## config.mk

```make
export PLATFORM = sky130hd
export DESIGN_NAME = rc5_dec_16bit
export DESIGN_NICKNAME = d
export VERILOG_FILES = /design/src/rtl/rc5_16_pkg.sv /design/src/rtl/rc5_rotr8.sv /design/src/rtl/rc5_dec_16bit.sv
export SDC_FILE = /design/constraint.sdc
export NUM_CORES = 1
export LEC_CHECK = 0
export ABC_AREA = 1
export CAP_MARGIN = 20
export CORE_MARGIN = 10
export CORE_UTILIZATION = 35
export CTS_CLUSTER_SIZE = 12
export DETAILED_ROUTE_END_ITERATION = 8
export SYNTH_ARGS = -nofsm -noshare
export SYNTH_HDL_FRONTEND = slang
export SYNTH_SLANG_ARGS = --single-unit
```

## constraint.sdc

```tcl
create_clock -name clock -period 2.1 [get_ports clock]
set_input_delay 0.42 -clock clock [delete_from_list [all_inputs] [get_ports clock]]
set_output_delay 0.42 -clock clock [all_outputs]
set_load 0.05 [all_outputs]
```

## src/rtl/rc5_16_pkg.sv

```systemverilog
// rc5_16_pkg: constants, FSM state type and 8-bit rotate helpers
// shared by the 16-bit RC5 encryptor and decryptor.
package rc5_16_pkg;

    localparam logic [7:0] RC5_S0 = 8'h20;
    localparam logic [7:0] RC5_S1 = 8'h10;
    localparam logic [7:0] RC5_S2 = 8'h0F;
    localparam logic [7:0] RC5_S3 = 8'hFF;

    typedef enum logic [2:0] {
        IDLE   = 3'd0,
        UNDO_B = 3'd1,
        UNDO_A = 3'd2,
        UNSEED = 3'd3,
        OUT    = 3'd4
    } state_e;

    // Rotating a doubled copy keeps n=0 an identity with no
    // shift-by-8 edge case.
    function automatic logic [7:0] rotl8(
        input logic [7:0] x,
        input logic [2:0] n
    );
        logic [15:0] t;
        t = {x, x} << n;
        return t[15:8];
    endfunction

    function automatic logic [7:0] rotr8(
        input logic [7:0] x,
        input logic [2:0] n
    );
        logic [15:0] t;
        t = {x, x} >> n;
        return t[7:0];
    endfunction

endpackage

```

## src/rtl/rc5_rotr8.sv

```systemverilog
// rc5_rotr8: combinational 8-bit rotate-right by 0..7.
// Ports: data_i (8b), amt_i (3b), data_o (8b).
module rc5_rotr8
    import rc5_16_pkg::*;
(
    input  logic [7:0] data_i,
    input  logic [2:0] amt_i,
    output logic [7:0] data_o
);

    assign data_o = rotr8(data_i, amt_i);

endmodule

```

## src/rtl/rc5_dec_16bit.sv

```systemverilog
// rc5_dec_16bit: one-round 16-bit RC5 decryptor, valid/ready on both sides.
// Ports: clock, reset (async low), c/c_valid/c_ready in, p/p_valid/p_ready out.
// Optional macro RC5_DEC_COUNT_EN adds dec_count[7:0], a saturating count
// of completed output handshakes.
module rc5_dec_16bit
    import rc5_16_pkg::*;
#(
    parameter logic [7:0] S0 = RC5_S0,
    parameter logic [7:0] S1 = RC5_S1,
    parameter logic [7:0] S2 = RC5_S2,
    parameter logic [7:0] S3 = RC5_S3
) (
    input  logic        clock,
    input  logic        reset,
    input  logic [15:0] c,
    input  logic        c_valid,
    output logic        c_ready,
    output logic [15:0] p,
    output logic        p_valid,
`ifdef RC5_DEC_COUNT_EN
    input  logic        p_ready,
    output logic [7:0]  dec_count
`else
    input  logic        p_ready
`endif
);

    state_e      state_q;
    logic [7:0]  a_q;
    logic [7:0]  b_q;
    logic [15:0] p_q;
    logic        p_valid_q;

    logic [7:0]  b_rot;
    logic [7:0]  a_rot;
    logic [7:0]  b_d;
    logic [7:0]  a_d;

    rc5_rotr8 u_rotr_b (
        .data_i (b_q - S3),
        .amt_i  (a_q[2:0]),
        .data_o (b_rot)
    );

    // B has already been restored when this path is used.
    rc5_rotr8 u_rotr_a (
        .data_i (a_q - S2),
        .amt_i  (b_q[2:0]),
        .data_o (a_rot)
    );

    assign b_d = b_rot ^ a_q;
    assign a_d = a_rot ^ b_q;

    always_ff @(posedge clock or negedge reset) begin
        if (!reset) begin
            state_q   <= IDLE;
            a_q       <= 8'h00;
            b_q       <= 8'h00;
            p_q       <= 16'h0000;
            p_valid_q <= 1'b0;
        end else begin
            case (state_q)
                IDLE: begin
                    if (c_valid) begin
                        a_q     <= c[15:8];
                        b_q     <= c[7:0];
                        state_q <= UNDO_B;
                    end
                end
                UNDO_B: begin
                    b_q     <= b_d;
                    state_q <= UNDO_A;
                end
                UNDO_A: begin
                    a_q     <= a_d;
                    state_q <= UNSEED;
                end
                UNSEED: begin
                    p_q       <= {a_q - S0, b_q - S1};
                    p_valid_q <= 1'b1;
                    state_q   <= OUT;
                end
                OUT: begin
                    if (p_ready) begin
                        p_valid_q <= 1'b0;
                        state_q   <= IDLE;
                    end
                end
                default: begin
                    p_valid_q <= 1'b0;
                    state_q   <= IDLE;
                end
            endcase
        end
    end

    assign c_ready = (state_q == IDLE);
    assign p       = p_q;
    assign p_valid = p_valid_q;

`ifdef RC5_DEC_COUNT_EN
    logic [7:0] cnt_q;

    always_ff @(posedge clock or negedge reset) begin
        if (!reset) begin
            cnt_q <= 8'h00;
        end else if (p_valid_q && p_ready && cnt_q != 8'hFF) begin
            cnt_q <= cnt_q + 8'h01;
        end
    end

    assign dec_count = cnt_q;
`endif

endmodule

```

==> summary.md <==
| Metric | Value |
|---|---|
| Status | finished, final reports clean |
| I/O Buffers | 37 |
| GRT overflow | 0 |
| Finish-stage setup viols | 0 |
| Multiplexer share of the synthesized area | 0.382% |
| Final Hold Violating Endpoints | 0 |
| Drt drc | 0 |
| Worst hold slack | 0.229 ns |
| Clk sinks | 36 |
| Busiest layer in global routing | met2 |
| Hold_buf cts | 0 |
| Synth Area in Adders | 2.39% |
| Post-cts resize count | 0 |
| Fin Clk Skew | 0.00530 ns |
| Largest net degree at the start of global routing | 37 |
| Area post-placement | 3150 sq um |
| Required @ worst endpoint | 1.68 ns |
| HPWL after DPL | 6430 microns |
| R2R setup slack | 0.23 ns |
| RSZ-0062 raised after global routing | no |
| Max Buffers Root-to-Sink | 2 |
| Die span in x | 107 microns |
| CP arrival | 1.48 ns |
| Vias in the first global route | 2726 |
| Clock-pin slew on the worst setup and hold paths | 0.07 ns |
| Post-DR vias/cell | 5.07 |
| Starting density of the core | 36.2% |
| CP max stage delay | 0.82 ns |
| First-pass GRT wire length | 13700 microns |
| Flops & latches, synth | 36 |
| Yosys cell types | 26 |
| Slew headroom | 44.7% |
| Initial antenna violation count | 0 |
| Iter 0 DRT Violations | 228 |
| Core footprint | 7250 sq um |
| Fraction of layout cells with a size suffix above 1 | 7.14% |
| Cts bufs inserted | 5 |
| CTS root buf | clkbuf_8 |
| Setup TNS | 0 ns |
| TritonCTS clock tree | yes |
| YS warnings | 0 |
| Setup CP Type | reg2out |
| Fillers | 785 |
| Total track usage | 14.8% |
| Final antenna-violating net count | 0 |
| Reg area | 902 sq um |
| Crit end category | output port |
| Final Cycle Share | 90.6% |
| Buffers & Inverters on Critical Path | 1 |
| Mapped Cells | 405 |
| Worst-path maximum fanout | 2 |
| Per-cell routed wire length | 14.9 microns |
| Maxcap violations | 0 |
| Grt met3 use | 4.05% |
| Routability Congestion | 0.978 |
| DRT Wirelength | 8170 microns |
| CP max stage cell | clkdlybuf4s50_1 |
| Largest family of logic cells by synthesized area | simple AND/OR/NAND/NOR gates |
| Synth Area in Compound Gates | 8.59% |
| M2 GR Usage | 22.4% |
| R2r endpoint | b_q[5] |
| Commonest non-fill, non-tap cell in the layout | nand2_1 |
| Area of the multi-input gates | 1520 sq um |
| Layout Nets | 473 |
| Met1 Track Usage GR | 19.8% |
| Slew Limit Fails | 0 |
| N_diodes | 0 |
| Post-route cell area | 3240 sq um |
| Via count | 2775 |
| Hold crit path type | in2async |
| Full die area | 11400 sq um |
| Syn_nets | 430 |
| Syn avg cell area | 6.48 sq um |
| Final min period | 1.90 ns |
| CTS H-tree depth | 2 |
| Clk_lat worst skew | 0.29 ns |
| Crit-path cells | clkdlybuf4s50_1 |
| Post-CTS Setup Bufs | 0 |
| Startpoint types | flip-flop |
| Synth Area in Simple Gates | 43.8% |
| Reg2reg path depth | 12 |
| P&R area growth vs syn | 23.7% |
| Area of the mapped netlist | 2620 sq um |
| Row count | 31 |
| Most frequent cells in the layout | nand2_1, nand3_1, dfrtp_1, clkdlybuf4s50_1, inv_1 |
| Worst Max-Slew Pin Slew | 0.829 ns |
| First-pass DRT Iterations | 5 |
| Reg2reg start | b_q[0] |
| Die height | 107 microns |
| Synth Area in XOR/XNOR | 2.67% |
| Max Fclk | 525 MHz |
| Top delay family on crit path | buffers and inverters |
| # IOs | 38 |
| Post-layout util | 44.7% |
| Sequential cell area fraction in the yosys report | 34.4% |
[sequential cells by signal, indices dropped and copies added, names as in the netlist]
register / flops
b_q: 8
a_q: 8
state_q: 3
p: 16
p_valid: 1
[per-stage QoR]
stage          cells  setup slack (ns)
2_1_floorplan    405             0.247
3_3_place_gp     540             0.223
3_5_place_dp     540             0.231
4_1_cts          547             0.185
5_1_grt          547            0.0159
6_report         547             0.197
[metal layers]
layer	vias up	routed length (microns)
li1	1427	-
met1	1238	3920
met2	95	3470
met3	15	610
met4	0	170
met5	-	0
[how the worst max path moves through the flow]
stage	cells past startpoint	slack [ns]	endpoint	start
after global placement	12	0.22	b_q[5]	b_q[0]
after floorplan	8	0.25	a_q[2]	state_q[2]
after CTS	1	0.18	p[14]	p[14]
after detailed placement	12	0.23	b_q[5]	b_q[0]
final	1	0.20	p[14]	p[14]
after global routing	12	0.02	b_q[5]	b_q[0]
[worst register-to-register path, delay by kind of cell, from the launching register on]
kind / cells / cell delay, ns
fa+ha+maj: 1 / 0.24
xor+xnor: 1 / 0.21
simple gates: 10 / 0.87
flops: 1 / 0.45
[cells in the mapped netlist, drive strengths merged]
cell / n / area share (%)
buf: 11 / 2.2
xnor2: 2 / 0.67
nand3: 100 / 19
a21oi: 3 / 0.57
nand4: 3 / 0.72
nand2: 142 / 20
a22oi: 2 / 0.57
clkbuf: 5 / 0.72
mux2i: 1 / 0.38
o21a: 5 / 1.4
o21ai: 28 / 5.6
xor2: 6 / 2.0
inv: 31 / 4.4
o32a: 1 / 0.38
ha: 5 / 2.4
nor2: 19 / 3.1
clkinv: 3 / 0.43
dfrtp: 36 / 34
nor3: 2 / 0.57
[area by class of cell]
cell class / count / area share, %
Tap cell: 99 / 3.82
Sequential cell: 36 / 27.8
Timing Repair Buffer: 52 / 14.7
Inverter: 34 / 3.93
Multi-Input combinational cell: 319 / 46.8
Clock buffer: 7 / 2.97
[logic make-up after synthesis]
logic type / after synthesis
XOR/XNOR: 8
adder cells (fa/ha/maj): 5
AND/OR/NAND/NOR: 266
flip-flops: 36
multiplexers: 1
buffers and inverters: 50
AO/OA/AOI/OAI: 39
Power is left out: the tool's default activity adds up to more than one toggle a clock period on the data nets, which glitch-free logic cannot reach.
